--- src/rtl/adi_tala_beat_tracker.sv ---
// Recovers the 8-beat Adi tala cycle from the LED generator's led[1:0] half-beat pulses:
// beat index, locked beat period, completed-cycle count and a pattern-violation pulse.
//
//  state  | meaning
//  HUNT   | waiting for an led[0] onset that follows an led[1] onset (candidate beat 0)
//  SYNC   | beat 0 seen; next led[0] onset gives the beat period
//  LOCKED | tracking beats 1..7,0 with exact interval match
module adi_tala_beat_tracker #(
   parameter int PW = 8,
   parameter int CW = 10
) (
   input  logic          clk,
   input  logic          rst,
   input  logic [1:0]    led_in,
   output logic          beat_strobe,
   output logic [2:0]    beat_idx,
   output logic [CW-1:0] cycle_count,
   output logic [PW-1:0] period,
   output logic          locked,
   output logic          pattern_err
);

   typedef enum logic [1:0] {HUNT, SYNC, LOCKED} state_t;

   state_t        state, state_n;
   logic [1:0]    led_q;
   logic [PW-1:0] ivl, ivl_n;
   logic          last_b1, last_b1_n;
   logic [2:0]    idx_n, idx_inc;
   logic [CW-1:0] cc_n;
   logic [PW-1:0] per_n;
   logic          strobe_n, err_n, beat_ok;
   logic          r0, r1, onset;
   logic [PW:0]   m, per_x, per2;

   assign r0      = led_in[0] & ~led_q[0];
   assign r1      = led_in[1] & ~led_q[1];
   assign onset   = r0 | r1;
   assign m       = {1'b0, ivl} + {{PW{1'b0}}, 1'b1};
   assign per_x   = {1'b0, period};
   assign per2    = {period, 1'b0};
   assign idx_inc = beat_idx + 3'd1;

   always_comb begin
      ivl_n = onset ? '0 : ((ivl == {PW{1'b1}}) ? ivl : ivl + PW'(1));
   end

   always_comb begin
      state_n   = state;
      idx_n     = beat_idx;
      cc_n      = cycle_count;
      per_n     = period;
      last_b1_n = last_b1;
      strobe_n  = 1'b0;
      err_n     = 1'b0;
      beat_ok   = 1'b0;
      if (r0 && r1) begin
         err_n   = 1'b1;
         state_n = HUNT;
      end else begin
         if (onset) last_b1_n = r1;
         case (state)
            HUNT: begin
               if (r0 && last_b1) begin
                  idx_n    = 3'd0;
                  strobe_n = 1'b1;
                  state_n  = SYNC;
               end
            end
            SYNC: begin
               if (r0) begin
                  per_n    = m[PW] ? {PW{1'b1}} : m[PW-1:0];
                  idx_n    = 3'd1;
                  strobe_n = 1'b1;
                  state_n  = LOCKED;
               end else if (r1) begin
                  err_n   = 1'b1;
                  state_n = HUNT;
               end
            end
            LOCKED: begin
               if (!onset) begin
                  // Beat 7 is silent: it is inferred purely from elapsed time.
                  if (beat_idx == 3'd6 && m == per_x) begin
                     idx_n    = 3'd7;
                     strobe_n = 1'b1;
                  end else if (m > per2) begin
                     err_n   = 1'b1;
                     state_n = HUNT;
                  end
               end else begin
                  case (beat_idx)
                     3'd0, 3'd1, 3'd2: beat_ok = r0 && (m == per_x);
                     3'd3, 3'd4, 3'd5: beat_ok = r1 && (m == per_x);
                     3'd7:             beat_ok = r0 && (m == per2);
                     default:          beat_ok = 1'b0;
                  endcase
                  if (beat_ok) begin
                     idx_n    = idx_inc;
                     strobe_n = 1'b1;
                     if (beat_idx == 3'd7) cc_n = cycle_count + CW'(1);
                  end else begin
                     err_n   = 1'b1;
                     state_n = HUNT;
                  end
               end
            end
            default: state_n = HUNT;
         endcase
      end
   end

   always_ff @(posedge clk) begin
      if (rst) begin
         state       <= HUNT;
         led_q       <= 2'b00;
         ivl         <= '0;
         beat_idx    <= 3'd0;
         cycle_count <= '0;
         period      <= '0;
         last_b1     <= 1'b0;
         beat_strobe <= 1'b0;
         locked      <= 1'b0;
         pattern_err <= 1'b0;
      end else begin
         state       <= state_n;
         led_q       <= led_in;
         ivl         <= ivl_n;
         beat_idx    <= idx_n;
         cycle_count <= cc_n;
         period      <= per_n;
         last_b1     <= last_b1_n;
         beat_strobe <= strobe_n;
         locked      <= (state_n == LOCKED);
         pattern_err <= err_n;
      end
   end

endmodule

--- config.mk ---
export PLATFORM = sky130hd
export DESIGN_NAME = adi_tala_beat_tracker
export DESIGN_NICKNAME = d
export VERILOG_FILES = /design/src/rtl/adi_tala_beat_tracker.sv
export SDC_FILE = /design/constraint.sdc
export NUM_CORES = 1
export LEC_CHECK = 0
export ABC_AREA = 0
export BUFFER_PORTS_ARGS = -buffer_cell sky130_fd_sc_hd__buf_2
export CORE_ASPECT_RATIO = 0.5
export CORE_MARGIN = 2
export CORE_UTILIZATION = 58
export CTS_CLUSTER_SIZE = 8
export DETAILED_ROUTE_END_ITERATION = 12
export PLACE_DENSITY = 0.75
export SETUP_SLACK_MARGIN = 0.2
export SLEW_MARGIN = 25
export SYNTH_ARGS = -nofsm -noshare
export SYNTH_HDL_FRONTEND = slang
export SYNTH_SLANG_ARGS = --single-unit
--- constraint.sdc ---
create_clock -name clk -period 3.55 [get_ports clk]
set_input_delay 0.1775 -clock clk [delete_from_list [all_inputs] [get_ports clk]]
set_output_delay 0.1775 -clock clk [all_outputs]
set_load 0.02 [all_outputs]
After elaboration in Yosys (flattened, before gate mapping):

Cells that the tools add are included.

* $add $sub $neg: 4
* reduce and logical (&&, ||, !) cells: 17
* $mul: 0
* $lt $le $gt $ge: 1
* div/mod/pow operators: 0
* shift-type cells: 0
* bitwise gates (word level): 6
* mux-type cells: 34
* equal/unequal tests: 17

Operators by type and width (number)
* $mux W2: 8
* $mux W1: 15
* $mux W3: 5
* $eq A3 B3 Y1 const B: 4
* $add A10 B1 Y10 const B: 1
* $add A8 B1 Y9 const B: 1
* $eq A9 B8 Y1: 1
* $eq A9 B9 Y1: 1
* $gt A9 B9 Y1: 1
* $pmux W3 S3: 1
* $add A8 B1 Y8 const B: 1
* $eq A8 B8 Y1 const B: 1
* $mux W8: 1
* $eq A3 B2 Y1 const B: 2
* $logic_and A1 B1 Y1: 6
* $ne A3 B3 Y1 const B: 2
* $pmux W1 S3: 2
* $pmux W2 S3: 1
* $reduce_and A6 Y1: 1
* $reduce_or A3 Y1: 2
* $reduce_and A5 Y1: 1
* $eq A2 B2 Y1 const B: 2
* $ne A2 B2 Y1 const B: 2
* $reduce_or A2 Y1: 2
* other kinds (12): 15

* flip-flop bits (word level): 37
* memories: 0
* latch bits: 0
* memory bits (writable): 0
* input bits: 4
* word-level logic and storage cells: 89
* output and inout port bits: 24
* bits in read-only memories: 0

Logic depth before layout (Yosys ltp):

* depth after elaboration: 12
* gate-level depth with buffers: 12
* gate-level depth less buffers: 11

Worst setup path after synthesis:

OpenSTA, ideal clock, no wires.

* kind: reg-to-reg
* start: reg ivl[5]
* end: reg cycle_count[4]
* stages on the path, launching flop included: 13
* data required time: 3.427 ns
* period minus slack after synthesis: 2.800 ns
* arrival: 2.676 ns
* library setup time: 0.123 ns
* setup slack: 0.750 ns
* path buffers: 1
* cell sequence: dfxtp_1 > and4_2 > and2_1 > nand3_1 > inv_1 > ha_1 > nand3_1 > nor4_1 > nand4_1 > o41a_1 > buf_6 > nor3_1 > mux2_1

* longest elaborated chain between the ends: 8
* elaborated cells on any way between the ends: 11
* those cells by class: 1 x add/sub; 2 x eq/ne; 4 x mux; 4 x reduce/logical

RTL lines
* from (decl): line 27 `logic [PW-1:0] ivl, ivl_n;`
* from (signal assigned): line 128 `ivl <= ivl_n;`
* $add A8 B1 Y9 (*): line 39 `assign m = {1'b0, ivl} + {{PW{1'b0}}, 1'b1};`
* $eq A9 B9 Y1 / $eq A9 B8 Y1 (equally long branches): line 95, 93, 94
* $logic_and A1 B1 Y1, on equally long branches: line 95, 93, 94
* $pmux W1 S3 (*): line 92 `case (beat_idx)`
* $mux W1 (*): line 82 `if (!onset) begin`
* $mux W1 (*): line 62 `case (state)`
* $mux W1 (*): line 57 `if (r0 && r1) begin`
* $reduce_and A5 Y1 (no line) (*)
* to (signal assigned): line 130 `cycle_count <= cc_n;`
* to (decl): line 17 `output logic [CW-1:0] cycle_count,`

Mark *: on every way between the ends. The rest lies on a longest branch, timed or not. The select of a mux whose other input is x is not followed.
A chain may end at the register's enable or synchronous reset.

Worst setup path in the final report:

* start: reg ivl[3]
* end: reg beat_idx[2]

* longest elaborated chain between the ends: 9
* elaborated cells on any way between the ends: 14
* those cells by class: 1 x add/sub; 4 x eq/ne; 4 x mux; 5 x reduce/logical

RTL lines
* $add A8 B1 Y9 (*): line 39
* via m[6]: line 34 `logic [PW:0] m, per_x, per2;`
* $eq A9 B9 Y1 / $eq A9 B8 Y1 (equally long branches)
* $logic_and A1 B1 Y1, on equally long branches: line 95, 93, 94
* $pmux W1 S3: line 92
* $mux W1: line 82
* $mux W1: line 62
* $mux W1: line 57
* $ne A3 B3 Y1 (no line)
* $reduce_and A6 Y1 (no line) (*)
* to (signal assigned): line 129 `beat_idx <= idx_n;`
* to (decl): line 16 `output logic [2:0] beat_idx,`

The timed path passes the listed nets; every way through them passes the cells marked *. The select of a mux whose other input is x is not followed.

==> flow_summary.json <==
{
  "fmax_mhz": 324,
  "num_vias": 2074,
  "status": "completed",
  "cts-buffers-inserted": 5,
  "synth_warnings": 0,
  "nets": 336,
  "place_hpwl_mm": 3.95,
  "rsz0062_at_grt": "false",
  "period_minus_slack_ns": 3.09,
  "die_w_microns": 94.4,
  "synth.cell_area_sq_um": 2370,
  "clock-sinks": 37,
  "root_buffer": "clkbuf_8",
  "synthDistinctLibCells": 48,
  "placed_area_sq_um": 2530,
  "cp_max_fo": 5,
  "overflow": 0,
  "p_int_mw": 0.586,
  "async_flop_share_pct": 0,
  "required_ns": 3.72,
  "post-route-util_pct": 67.3,
  "holdWs_ns": 0.107,
  "vias_per_cell": 5.71,
  "ant_nets": 0,
  "layout-drive-gt1-share_pct": 16.8,
  "routedWlPerCell_microns": 14.8,
  "drt_iter0_drc": 52,
  "leakagePower_nw": 1.14,
  "ys_seq_area_share_pct": 31.2,
  "crit_path_cell_trace": "and4_2 > and2_1 > xnor2_2 > inv_1 > ha_1 > nand2_1 > nor4_1 > a21oi_1 > o311ai_0 > and3_1 > mux2_2",
  "p_sw_share_pct": 25.8,
  "p_clk_share_pct": 36.0,
  "place.port_buffers": 27,
  "crit_start": "ivl[3]",
  "ff2ff_setup_slack_ns": 0.46,
  "io_pins": 28,
  "worstSetupPathType": "reg -> reg",
  "design_area_sq_um": 2630,
  "synth-edff-count": 0,
  "clk-insertion-delay-late_ns": 0.29,
  "rows": 16,
  "yosysTopAreaCell": "dfxtp_1",
  "r2r_end": "beat_idx[2]",
  "crit_slowest_cell": "dfxtp_1",
  "mostFrequentLayoutCells": "nor2_1 (37), dfxtp_1 (37), buf_2 (27)",
  "cts_tree": "built",
  "worstSetupStartpointType": "flip-flop",
  "ctsLongestPathBuffers": 2,
  "slowest_delay_ns": 0.45,
  "p_per_area_nw_per_um2": 301,
  "slew_headroom_pct": 55.8,
  "fin_tns_setup_ns": 0,
  "cp_num_cells": 11,
  "dieHeight_microns": 49.2,
  "syn_inst": 281,
  "arrival_ns": 3.26,
  "avgSynthCellArea_sq_um": 8.44,
  "sequentialPowerShare_pct": 53.8,
  "hold_viol": 0,
  "track_usage_pct": 24.9,
  "setup_viol": 0,
  "ys.flop_type": "dfxtp_1",
  "r2r_cells": 11,
  "slew_violations": 0,
  "gp_congestion": 0.889,
  "synth_seq_cells": 37,
  "synthesis.nets": 309,
  "crit_family": "simple AND/OR/NAND/NOR gates",
  "finalClockSkew_ns": 0.0125,
  "drcViolationCount": 0,
  "endpoint": "beat_idx[2]",
  "antenna_found_initial": 0,
  "worstReg2RegStart": "ivl[3]",
  "dieArea_sq_um": 4650,
  "path_clk_slew_ns": 0.08,
  "coreArea_sq_um": 3900,
  "end_kind": "flip-flop",
  "firstDrtPassIters": 4,
  "cap_violations": 0,
  "ir_worst_vdd_mv": 0.186,
  "grt_pass1_wl_mm": 9.10,
  "routed_wl_mm": 5.38,
  "netlist_top_cells_area": "dfxtp_1 (31%), ha_1 (13%), nor2_1 (5.9%), nor2b_1 (2.9%), inv_1 (2.8%)",
  "combPwrFrac_pct": 10.2,
  "synth_top_area_share_pct": 31.2,
  "p_total_mw": 0.790,
  "initial_utilization_pct": 60.8,
  "worstMarginPinSlew_ns": 0.662,
  "cp_num_buf_inv": 1,
  "htree_levels": 2,
  "hold_path_class": "in -> reg",
  "area_growth_pct": 10.8,
  "grt_start_max_net_pins": 38,
  "grt_pass1_vias": 1956,
  "switchingPower_mw": 0.204,
  "final.period_utilization_pct": 87.0,
  "n_antenna_cell": 0
}
==> flip-flops by register name, indices dropped and copies added, names as in the netlist <==
signal and count:
led_q 2, beat_idx 3, ivl 8, beat_strobe 1
locked 1, last_b1 1, state 2, period 8
pattern_err 1, cycle_count 10
==> worst reg2reg max path, cell delays in order (launching register included) <==
cell      delay [ns]
dfxtp_1         0.45
and4_2          0.30
and2_1          0.21
xnor2_2         0.17
inv_1           0.10
ha_1            0.30
nand2_1         0.06
nor4_1          0.36
a21oi_1         0.15
o311ai_0        0.20
and3_1          0.32
mux2_2          0.35
==> cell type report <==
cell class              count  area (sq um)
clock inverters             2          10.0
clock buffers               6          72.6
inverters                  18          67.6
well taps                  54          67.6
flip-flops and latches     37           741
repair buffers             29           150
multi-input cells         217          1520
fillers                   335          1280
==> layer usage <==
layer	share of wire [%]	GRT usage [%]	routed length (microns)
met5	0	0	0
met4	0.20	6.76	11
met1	47	33.0	2550
met2	47	41.1	2520
met3	5.5	5.72	294
==> kinds of logic after synthesis <==
kind of cell             synth area share (%)
buffers and inverters                    5.27
AND/OR/NAND/NOR                          23.7
AO/OA/AOI/OAI                            16.4
adder cells (fa/ha/maj)                  12.7
flip-flops                               31.2
multiplexers                             5.01
XOR/XNOR                                 5.75
==> per-stage QoR <==
step | instances | worst slack, ns
global placement | 355 | 0.581
finish | 363 | 0.462
global route | 363 | 0.254
detailed placement | 355 | 0.504
floorplan | 281 | 0.750
CTS | 363 | 0.482
==> worst min-delay path by stage <==
stage          cells past startpoint  endpoint       from  slack [ns]
2_1_floorplan                      1  led_q[0]  led_in[0]        0.31
3_3_place_gp                       2  led_q[1]  led_in[1]        0.41
3_5_place_dp                       2  led_q[1]  led_in[1]        0.42
4_1_cts                            2  led_q[1]  led_in[1]        0.11
5_1_grt                            2  led_q[1]  led_in[1]        0.14
6_report                           2  led_q[1]  led_in[1]        0.11
==> repair_timing <==
action                                  4_1_cts  5_1_grt
resized for setup                             0        2
buffers inserted                              0        0
hold buffers                                  0        0
endpoints found under the setup margin        0        1
==> synth_stat cells (all sizes together) (5+ instances only) <==
cell / number
nand2b: 5
nor3: 8
dfxtp: 37
mux2: 7
xor2: 6
o211ai: 5
buf: 6
or3: 5
a211oi: 6
nor2: 37
inv: 18
nor2b: 11
nand4: 5
xnor2: 6
a21oi: 12
nand2: 18
nand3: 9
ha: 24
o21ai: 9
==> power by group through the flow <==
stage               registers, mW  clock network, mW  logic [mW]
finish                      0.425              0.284      0.0808
floorplan                   0.436                  0      0.0610
CTS                         0.425              0.291      0.0799
global placement            0.434                  0      0.0775
detailed placement          0.435                  0      0.0793
global route                0.426              0.305      0.0903
No activity file was read; power rests on OpenSTA's default activity.
